### src/rtl/ssd_scan_decoder.sv
// ssd_scan_decoder: recovers a two-digit value from a scanned
// seven-segment display (active-low anode select + cathodes).
module ssd_scan_decoder #(
    parameter int SETTLE_CYCLES = 4
) (
    input  logic       clk,
    input  logic       rst,
    input  logic [7:0] anode,
    input  logic [6:0] port_cc,
    input  logic       err_clr,
    output logic [3:0] q1,
    output logic [3:0] q10,
    output logic [6:0] value,
    output logic       frame_stb,
    output logic       seg_err,
    output logic       an_err
);

    typedef enum logic [1:0] {
        IDLE,
        SETTLE,
        HELD
    } state_t;

    localparam logic [3:0] CNT_MAX = 4'(SETTLE_CYCLES);
    localparam logic [3:0] CNT_CAP = 4'(SETTLE_CYCLES - 1);

    logic [7:0] an_r;
    logic [7:0] an_p;
    logic [6:0] seg_r;
    logic [6:0] seg_p;
    logic       clr_r;
    logic [3:0] cnt;
    state_t     state;
    logic [3:0] pend1;
    logic       have1;

    logic       changed;
    logic       sel_one;
    logic       sel_ten;
    logic       sel_ill;
    logic       legal;
    logic       seg_ok;
    logic       capture;
    logic [3:0] digit;

    // Binary value of a frame; any undecodable digit forces 127.
    function automatic logic [6:0] frame_value(
        input logic [3:0] ones,
        input logic [3:0] tens
    );
        if (ones > 4'd9 || tens > 4'd9)
            return 7'd127;
        return {3'b000, tens} * 7'd10 + {3'b000, ones};
    endfunction

    // Input registers, plus previous-cycle copies for change detection.
    // err_clr is delayed alongside so a clear lines up with an_r.
    always_ff @(posedge clk or posedge rst) begin
        if (rst) begin
            an_r  <= 8'hFF;
            seg_r <= 7'h7F;
            an_p  <= 8'hFF;
            seg_p <= 7'h7F;
            clr_r <= 1'b0;
        end else begin
            an_r  <= anode;
            seg_r <= port_cc;
            an_p  <= an_r;
            seg_p <= seg_r;
            clr_r <= err_clr;
        end
    end

    assign changed = (an_r != an_p) || (seg_r != seg_p);

    // Select decode: ones, tens, blank, or illegal.
    always_comb begin
        sel_one = 1'b0;
        sel_ten = 1'b0;
        sel_ill = 1'b0;
        unique case (1'b1)
            (an_r == 8'hFE): sel_one = 1'b1;
            (an_r == 8'hFD): sel_ten = 1'b1;
            (an_r == 8'hFF): ;
            default:         sel_ill = 1'b1;
        endcase
    end

    assign legal = sel_one | sel_ten;

    // Exact-match segment decode (g..a); anything else is 4'hF.
    always_comb begin
        digit = 4'hF;
        case (seg_r)
            7'b1000000: digit = 4'd0;
            7'b1111001: digit = 4'd1;
            7'b0100100: digit = 4'd2;
            7'b0110000: digit = 4'd3;
            7'b0011001: digit = 4'd4;
            7'b0010010: digit = 4'd5;
            7'b0000010: digit = 4'd6;
            7'b1111000: digit = 4'd7;
            7'b0000000: digit = 4'd8;
            7'b0010000: digit = 4'd9;
            default:    digit = 4'hF;
        endcase
    end

    assign seg_ok = (digit != 4'hF);

    // Stability counter: restarts on any change, saturates at the limit.
    always_ff @(posedge clk or posedge rst) begin
        if (rst)
            cnt <= 4'd0;
        else if (changed)
            cnt <= 4'd0;
        else if (cnt < CNT_MAX)
            cnt <= cnt + 4'd1;
    end

    // Capture fires on the edge where the count reaches the limit.
    assign capture = (state == SETTLE) && legal && !changed &&
                     (cnt == CNT_CAP);

    // Dwell FSM, digit capture, frame assembly and sticky error flags.
    always_ff @(posedge clk or posedge rst) begin
        if (rst) begin
            state     <= IDLE;
            pend1     <= 4'd0;
            have1     <= 1'b0;
            q1        <= 4'd0;
            q10       <= 4'd0;
            value     <= 7'd0;
            frame_stb <= 1'b0;
            seg_err   <= 1'b0;
            an_err    <= 1'b0;
        end else begin
            frame_stb <= 1'b0;

            if (clr_r) begin
                seg_err <= 1'b0;
                an_err  <= 1'b0;
            end
            if (sel_ill)
                an_err <= 1'b1;
            if (capture && !seg_ok)
                seg_err <= 1'b1;

            unique case (state)
                IDLE: begin
                    if (legal)
                        state <= SETTLE;
                end
                SETTLE: begin
                    if (!legal)
                        state <= IDLE;
                    else if (capture)
                        state <= HELD;
                end
                HELD: begin
                    if (!legal)
                        state <= IDLE;
                    else if (changed)
                        state <= SETTLE;
                end
                default: state <= IDLE;
            endcase

            if (capture) begin
                if (sel_one) begin
                    pend1 <= digit;
                    have1 <= 1'b1;
                end else if (have1) begin
                    q1        <= pend1;
                    q10       <= digit;
                    value     <= frame_value(pend1, digit);
                    frame_stb <= 1'b1;
                    have1     <= 1'b0;
                end
            end
        end
    end

endmodule
### config.mk
export PLATFORM = sky130hd
export DESIGN_NAME = ssd_scan_decoder
export DESIGN_NICKNAME = d
export VERILOG_FILES = /design/src/rtl/ssd_scan_decoder.sv
export SDC_FILE = /design/constraint.sdc
export NUM_CORES = 1
export LEC_CHECK = 0
export ABC_AREA = 1
export ABC_CLOCK_PERIOD_IN_PS = 4600
export CORE_AREA = 2 2 56 110
export CTS_CLUSTER_DIAMETER = 150
export DETAILED_ROUTE_END_ITERATION = 16
export DIE_AREA = 0 0 58 112
export GPL_TIMING_DRIVEN = 0
export PLACE_DENSITY = 0.75
export SETUP_SLACK_MARGIN = 0.05
export SYNTH_ARGS = -nofsm -noshare
export SYNTH_HDL_FRONTEND = slang
export SYNTH_SLANG_ARGS = --single-unit
### constraint.sdc
create_clock -name clk -period 4.6 [get_ports clk]
set_clock_uncertainty 0.05 [all_clocks]
set_input_delay 0.92 -clock clk [delete_from_list [all_inputs] [get_ports clk]]
set_output_delay 0.92 -clock clk [all_outputs]
set_load 0.01 [all_outputs]
# Word-level counts from Yosys, hierarchy flattened
# Index checks and enable logic that the tools add are counted.
dict set report op_classes {
  n_mux 24
  bitwise 2
  reduce_logical 16
  multipliers 1
  n_addsub 2
  n_eq_ne 22
  magnitude_cmp 3
}
# operator n
set ops {}
lappend ops {{one-hot mux 4 bit (10 select lines)} 1}
lappend ops {{equality test 8 bit (second input constant)} 3}
lappend ops {{equality test 7 x 5 -> 1 bit (second input constant)} 3}
lappend ops {{equality test 7 bit (second input constant)} 3}
lappend ops {{equality test 7 x 6 -> 1 bit (second input constant)} 2}
lappend ops {{2-to-1 mux 7 bit} 2}
lappend ops {{2-to-1 mux 1 bit} 13}
lappend ops {{2-to-1 mux 2 bit} 5}
lappend ops {{greater-than comparator 4 bit (second input constant)} 2}
lappend ops {{2-to-1 mux 4 bit} 2}
lappend ops {{!= test 8 bit} 1}
lappend ops {{adder 7 x 4 -> 7 bit} 1}
lappend ops {{equality test 7 x 2 -> 1 bit (second input constant)} 1}
lappend ops {{zero test 7 bit} 1}
lappend ops {{!= test 7 bit} 1}
lappend ops {{multiplier 4 x 3 -> 6 bit (second input constant)} 1}
lappend ops {{!= test 3 bit (second input constant)} 2}
lappend ops {{one-hot mux 2 bit (3 select lines)} 1}
lappend ops {{AND reduction 3 bit} 2}
lappend ops {{adder 4 x 1 -> 4 bit (second input constant)} 1}
lappend ops {{equality test 4 x 2 -> 1 bit (second input constant)} 1}
lappend ops {{logical AND 1 bit} 4}
lappend ops {{less-than comparator 4 x 3 -> 1 bit (second input constant)} 1}
lappend ops {{!= test 4 bit (second input constant)} 1}
lappend ops {{12 further kinds} 15}
dict set report word_totals {
  elab_cells 85
  reg_bits 60
  output_inout_bits 18
  in_bits 18
}

# Depth between registers and ports, before layout
# Gate-level depths: netlist of run 1.
dict set report depth {
  depth_word 9
  ltp_mapped 25
  mapped_depth_nobuf 24
}

# Worst setup path after synthesis of run 1
# OpenSTA, ideal clock, no wires.
dict set report synth_path {
  path_kind {register to register}
  startpoint {reg seg_r[2]}
  endpoint {reg value[6]}
  setup_time_ns 0.117
  slack_ns 1.305
  required_ns 4.433
  synth_period_minus_slack_ns 3.295
  path_stages_with_launch 24
  arrival_ns 3.127
  path_buffers 1
  path_cell_list {dfstp_2 -> buf_2 -> nor2_1 -> nand2_1 -> nor2_1 -> nor2_1 -> nand2_1 -> nor2_1 -> nor2_1 -> inv_1 -> ha_1 -> ha_1 -> inv_1 -> fa_1 -> nor2_1 -> nand3_1 -> nand2_1 -> nand2_1 -> nand2_1 -> inv_1 -> nand3_1 -> nand3_1 -> nand2_1 -> nand2_1}
}
dict set report synth_via {
  elab_chain_cells 9
  elab_cells_between_ends 26
  cone_classes {add/sub: 1; mul: 1; order compare: 1; eq/ne: 10; mux: 6; reduce/logical: 7}
}
# element line_no
set synth_lines {}
lappend synth_lines {{from (decl)} 30} ;# logic [6:0] seg_r;
lappend synth_lines {{from (signal assigned)} 68} ;# seg_r <= port_cc;
lappend synth_lines {{equality test 7 x 5 -> 1 bit, or another cell as far along} 95} ;# case (seg_r)
lappend synth_lines {{one-hot mux 4 bit (10 select lines) *} 95}
lappend synth_lines {{net digit[1]} 45} ;# logic [3:0] digit;
lappend synth_lines {{branches (longest 6 deep; another with adder 7 x 4 -> 7 bit)} --}
lappend synth_lines {{2-to-1 mux 7 bit *} 54} ;# return {3'b000, tens} * 7'd10 + {3'b000, ones};
lappend synth_lines {{to (signal assigned)} 177} ;# value <= frame_value(pend1, digit);
lappend synth_lines {{to (decl)} 13} ;# output logic [6:0] value,
# Mark *: on every way through the listed nets, which the timed path passes. The select of a mux whose other input is x is not followed.
# A chain may end at the register's enable or synchronous reset.

# Worst setup path in the final report of run 1
dict set report layout_path {
  startpoint {reg seg_r[3]}
  endpoint {reg value[6]}
}
# Same word-level chain as after synthesis.

==> results of run 1 <==
## kinds of logic after synthesis
kind of cell,count (synthesis)
AND/OR/NAND/NOR,181
flip-flops,60
buffers and inverters,56
XOR/XNOR,23
AO/OA/AOI/OAI,22
adder cells (fa/ha/maj),8
## cells in the mapped netlist (6+ instances only)
cell / instances / area share [%]
nand2_1: 104 / 13
inv_1: 51 / 6.4
nor2_1: 44 / 5.5
dfrtp_1: 30 / 25
dfstp_2: 30 / 26
nand3_1: 16 / 2.7
xnor2_1: 14 / 4.1
xor2_1: 9 / 2.6
o21ai_0: 7 / 1.2
o21ai_2: 7 / 2.0
a21oi_1: 6 / 1.0
ha_1: 6 / 2.5
nand2_2: 6 / 1.2
## stage by stage
stage | utilization (%) | power, uW | setup WS, ns
2_1_floorplan | - | 652 | 1.31
3_3_place_gp | 60.6 | 682 | 0.899
3_5_place_dp | 61.0 | 688 | 0.860
4_1_cts | 66.2 | 1340 | 0.846
5_1_grt | 66.2 | 1390 | 0.477
6_report | 66.2 | 1330 | 0.841
## state kept, by name (all words and copies together) (netlist names), 2 cells and up
| name | count |
|---|---|
| cnt | 4 |
| state | 2 |
| pend1 | 4 |
| seg_r | 7 |
| q10 | 4 |
| an_p | 8 |
| seg_p | 7 |
| value | 7 |
| an_r | 8 |
| q1 | 4 |
## final timing paths
| kind | start | endpoint | slack (ns) |
|---|---|---|---|
| worst max-delay path | seg_r[3]$_DFF_PP1_ | value[6]$_DFFE_PP0P_ | 0.84 |
| worst min-delay path | seg_r[2]$_DFF_PP1_ | seg_p[2]$_DFF_PP1_ | 0.31 |
| worst max register to register | seg_r[3]$_DFF_PP1_ | value[6]$_DFFE_PP0P_ | 0.84 |
| worst min register to register | seg_r[2]$_DFF_PP1_ | seg_p[2]$_DFF_PP1_ | 0.31 |
| max in group asynchronous | rst | an_r[0]$_DFF_PP1_ | 3.03 |
| min in group asynchronous | rst | q10[3]$_DFFE_PP0P_ | 0.87 |
## power groups by stage
stage	clock, uW	combinational (uW)	sequential (uW)
floorplan	0	76.2	575
global placement	0	104	578
detailed placement	0	109	579
CTS	660	111	571
global route	689	126	573
finish	652	110	571
## cell type report
type | instances | area share, %
Multi-Input combinational cell | 234 | 33.2
Clock inverter | 6 | 1.74
Tap cell | 61 | 2.04
Clock buffer | 10 | 6.11
Timing Repair Buffer | 36 | 9.89
Buffer | 4 | 0.702
Sequential cell | 60 | 41.1
Inverter | 52 | 5.21
## layer usage
metal	routed length [um]	track usage, %	up-vias
met5	0	0	-
met4	191	10.2	0
met3	233	6.74	16
met2	3360	37.7	41
met1	2260	22.2	1112
li1	-	-	1153
## worst reg2reg max path: cells and delay by family, from the launching register on
family,cells,cell delay (ns)
DFF,1,0.57
buffers and inverters,4,0.37
adders and majority gates,3,0.95
and+or+nand+nor,16,1.71
==> flow_summary.json, run 1 <==
{
  "min_path_cells": 0,
  "hold_ws_ns": 0.311,
  "globalplace.congestion": 0.901,
  "cp_slowest_cell": "dfstp_2",
  "yosys.area_share.simple_pct": 26.2,
  "p_sw_share_pct": 23.5,
  "crit_path_start_kind": "register",
  "area_growth_pct": 24.7,
  "switchingPower_uw": 313,
  "relSlewSlack_pct": 61.5,
  "critPathKind": "reg2reg",
  "tns_ns": 0,
  "avgSynthCellArea_um2": 8.58,
  "pin_count": 36,
  "cts-root-buf": "clkbuf_16",
  "cts_setup_buffers": 0,
  "max-vdd-ir-drop_v": 0.000391,
  "clkTransAtPathRegs_ns": 0.05,
  "cellLeakagePower_uw": 0.00188,
  "portBuffers": 35,
  "fillerInstances": 459,
  "antenna_found_initial": 0,
  "cts_tree": "yes",
  "regArea_um2": 1540,
  "vias": 2322,
  "ys_ff_latch": 60,
  "fin_nets": 423,
  "path_buf_inv": 4,
  "drcViolationCount": 0,
  "htreeDepth": 3,
  "yosysUniqueCellTypes": 27,
  "synth-xor-area-share_pct": 6.71,
  "drv_slew": 0,
  "coreArea_um2": 5660,
  "clk_path_buf_depth": 2,
  "critical_path.max_fanout": 6,
  "period_share_pct": 81.7,
  "dieArea_um2": 6500,
  "track_usage_pct": 21.5,
  "grt_pass1_wl_mm": 10.5,
  "postSynthCellCount": 350,
  "cts.sinks": 60,
  "dp_cells": 447,
  "path_common_cell": "nand2_1",
  "worstPathRequired_ns": 4.77,
  "path_depth": 23,
  "status": "completed",
  "fin_crit_ns": 3.76,
  "finalWirelength_mm": 6.05,
  "final_cells": 463,
  "die_x_um": 58,
  "dp_hpwl_mm": 4.53,
  "synth-adder-area-share_pct": 3.83,
  "synth_top_family_by_area": "simple AND/OR/NAND/NOR gates",
  "worst_pin_slew_ns": 0.572,
  "p_clk_share_pct": 48.9,
  "drtIter0Drc": 95,
  "place_area_um2": 3450,
  "rsz0062_at_grt": "no",
  "critPathTopFamily": "simple AND/OR/NAND/NOR gates",
  "drtAntennaViolNets": 0,
  "cts_resized": 0,
  "crit_path_cell_trace": "inv_1 -> nor2_1 -> nand2_1 -> nor2_1 -> nor2_1 -> nand2_1 -> nor2_1 -> nor2_1 -> inv_1 -> ha_1 -> ha_1 -> inv_1 -> fa_1 -> nor2_1 -> nand3_1 -> nand2_1 -> nand2_1 -> nand2_1 -> inv_1 -> nand3_1 -> nand3_1 -> nand2_1 -> nand2_1",
  "cts-buffers-inserted": 9,
  "grt_pass1_vias": 2416,
  "syn_nets": 376,
  "final_cell_mix": "104 x nand2_1, 50 x inv_1, 44 x nor2_1",
  "clock_latency_ns": 0.33,
  "critPathArrivalTime_ns": 3.93,
  "cp_slowest_stage_delay_ns": 0.57,
  "synth_flop_cell": "dfstp_2",
  "rows": 39,
  "combPwrFrac_pct": 8.2,
  "holdCritPathClass": "reg2reg",
  "grt_max_degree": 42,
  "syn-cell-area_um2": 3000,
  "grt.overflow.total": 0,
  "worst_r2r_path_depth": 23,
  "hold_viol_final": 0,
  "layout_commonest_cell": "nand2_1",
  "setup_viol": 0,
  "worst_setup_path_end_kind": "register",
  "initial_core_util_pct": 53.1,
  "synth-compound-area-share_pct": 4.71,
  "drt-pass1-iter-count": 4,
  "synth_edf_count": 0,
  "drive_gt1_share_pct": 18.2,
  "seqPwrFrac_pct": 42.8,
  "wl_per_cell_um": 13.1,
  "die_y_um": 112,
  "yosysSeqAreaShare_pct": 51.2,
  "async_flop_share_pct": 100,
  "fin_area_um2": 3740,
  "power_density_nw_per_um2": 356,
  "intPower_uw": 1020,
  "ys_warn_count": 0,
  "maxCapViolCount": 0,
  "postCtsHoldBufs": 0,
  "yosys-mux-area-fraction_pct": 0,
  "max_freq_ghz": 0.266,
  "diodes": 0,
  "multi_input_area_um2": 1240,
  "viasPerCell": 5.02
}
(Power assumes the default switching activity.)
==> inputs of run 2 (changes only) <==
--- a/config.mk
+++ b/config.mk
@@ -6,7 +6,7 @@
 export NUM_CORES = 1
 export LEC_CHECK = 0
 export ABC_AREA = 1
-export ABC_CLOCK_PERIOD_IN_PS = 4600
+export ABC_CLOCK_PERIOD_IN_PS = 3500
 export CORE_AREA = 2 2 56 110
 export CTS_CLUSTER_DIAMETER = 150
 export DETAILED_ROUTE_END_ITERATION = 16
==> constraint.sdc (replaced) <==
create_clock -name clk -period 3.5 [get_ports clk]
set_clock_uncertainty 0.05 [all_clocks]
set_input_delay 0.7 -clock clk [delete_from_list [all_inputs] [get_ports clk]]
set_output_delay 0.7 -clock clk [all_outputs]
set_load 0.01 [all_outputs]
==> run 2 against run 1 <==
Against the previous run: count of clock-buffer cells in the layout did not move; combinational power grew 55%; maximum frequency up 15%; sequential power rose by 32%; first-iteration DRC count is the same; routed wire length up 5.9%; largest cell class unchanged; total power is 34% higher; critical path depth unchanged; core utilization up 4.0 points; via count increased by 5.5%; clock power rose by 32%; die area stayed put.
==> flow_summary.json, run 2 (synthesized netlist as in run 1, its figures left out) <==
{
  "cts.sinks": 60,
  "final_cell_mix": "98 x nand2_1, 45 x inv_1, 36 x nor2_1",
  "die_y_um": 112,
  "drtAntennaViolNets": 0,
  "layout_commonest_cell": "nand2_1",
  "htreeDepth": 3,
  "wl_per_cell_um": 13.3,
  "crit_path_start_kind": "register",
  "finalWirelength_mm": 6.41,
  "vias": 2450,
  "dieArea_um2": 6500,
  "drtIter0Drc": 95,
  "tns_ns": 0,
  "drcViolationCount": 0,
  "holdCritPathClass": "reg2reg",
  "clk_path_buf_depth": 2,
  "track_usage_pct": 21.7,
  "cellLeakagePower_uw": 0.00197,
  "cts-root-buf": "clkbuf_16",
  "fin_crit_ns": 3.26,
  "max-vdd-ir-drop_v": 0.000494,
  "final_cells": 480,
  "coreArea_um2": 5660,
  "grt_max_degree": 42,
  "drv_slew": 0,
  "worst_pin_slew_ns": 0.563,
  "status": "completed",
  "dp_hpwl_mm": 4.53,
  "clkTransAtPathRegs_ns": 0.05,
  "worst_setup_path_end_kind": "register",
  "place_area_um2": 3450,
  "final_core_util_pct": 70.1,
  "max_freq_ghz": 0.307,
  "viasPerCell": 5.10,
  "postCtsHoldBufs": 0,
  "period_share_pct": 93.0,
  "setup_viol": 0,
  "fin_nets": 440,
  "power_density_nw_per_um2": 449,
  "area_growth_pct": 32.2,
  "regArea_um2": 1540,
  "fin_area_um2": 3970,
  "cts_tree": "yes",
  "cts-buffers-inserted": 9,
  "pin_count": 36,
  "fillerInstances": 422,
  "pre_cts_slack_ns": -0.240,
  "critical_path.max_fanout": 5,
  "hold_viol_final": 0,
  "clock_latency_ns": 0.33,
  "grt_pass1_vias": 2427,
  "grt_pass1_wl_mm": 10.6,
  "critPathKind": "reg2reg",
  "relSlewSlack_pct": 62.1,
  "dp_cells": 447,
  "antenna_found_initial": 0,
  "grt.overflow.total": 0,
  "rows": 39,
  "die_x_um": 58,
  "final.setup.worst_slack_ns": 0.243,
  "initial_core_util_pct": 53.1,
  "drt-pass1-iter-count": 4,
  "critPathArrivalTime_ns": 3.43,
  "drive_gt1_share_pct": 26.3,
  "portBuffers": 35,
  "maxCapViolCount": 0,
  "multi_input_area_um2": 1320,
  "globalplace.congestion": 0.901,
  "diodes": 0,
  "top_regs": "an_p x8, an_r x8",
  "worstPathRequired_ns": 3.67
}
==> run 2: what timing repair did <==
action / CTS / global route
pin swaps: 1 / 9
gates resized for setup: 5 / 26
endpoints found under the setup margin: 1 / 1
gates cloned: 0 / 0
setup buffers: 3 / 17
==> run 2: report_power, final <==
| group | internal, uW | switching (uW) | total (uW) |
|---|---|---|---|
| Sequential | 731 | 22.7 | 754 |
| Combinational | 80.1 | 90.6 | 171 |
| Clock | 548 | 312 | 860 |
| Total | 1360 | 425 | 1780 |
==> run 2: final timing paths <==
path	start	end	slack, ns	depth (start not counted)
min in group asynchronous	rst	q10[3]$_DFFE_PP0P_	0.64	2
max in group asynchronous	rst	an_r[0]$_DFF_PP1_	2.16	3
min reg2reg	an_r[2]$_DFF_PP1_	an_p[2]$_DFF_PP1_	0.33	0
max reg2reg	seg_r[4]$_DFF_PP1_	value[6]$_DFFE_PP0P_	0.24	23
max	seg_r[4]$_DFF_PP1_	value[6]$_DFFE_PP0P_	0.24	23
min	an_r[2]$_DFF_PP1_	an_p[2]$_DFF_PP1_	0.33	0
==> run 2: layout make-up <==
type,count,share of cell area (%)
buffer,1,0.284
multi-input combinational,234,33.3
sequential,60,38.8
timing repair buffer,56,13.3
tap,61,1.92
inverter,52,4.98
clock buffer,10,5.77
clock inverter,6,1.64
==> run 2: per-stage QoR <==
step	hold slack, ns	total power [uW]
2_1_floorplan	0.302	856
3_3_place_gp	0.304	896
3_5_place_dp	0.305	904
4_1_cts	0.334	1770
5_1_grt	0.338	1860
6_report	0.330	1780
==> run 2: routing by layer <==
metal	share of wire (%)	up-vias	GRT usage (%)
li1	-	1187	-
met1	37	1197	22.6
met2	57	51	38.1
met3	3.6	15	6.74
met4	3.0	0	10.2
met5	0	-	0
==> run 2: critical path, cell delays in order (launching register included) <==
cell,delay [ns]
dfstp_2,0.62
nand2_4,0.08
nor2_4,0.09
nand3_1,0.09
nand2_1,0.11
inv_1,0.07
nand2_2,0.09
nor2_4,0.05
nor2_4,0.14
inv_2,0.06
ha_1,0.28
ha_1,0.20
inv_1,0.07
fa_1,0.45
nor2_2,0.13
nand2_1,0.08
nand2_1,0.07
nand2_1,0.05
nand2_1,0.08
inv_1,0.04
nand3_1,0.07
nand3_1,0.08
nand2_1,0.07
nand2_1,0.04
==> inputs of run 3 (changes only) <==
==> constraint.sdc (replaced) <==
create_clock -name clk -period 3.5 [get_ports clk]
set_clock_uncertainty 0.05 [all_clocks]
set_input_delay 0.525 -clock clk [delete_from_list [all_inputs] [get_ports clk]]
set_output_delay 0.525 -clock clk [all_outputs]
set_load 0.01 [all_outputs]
==> results of run 3 <==
Same layout as run 2 (identical final DEF). Status: completed.
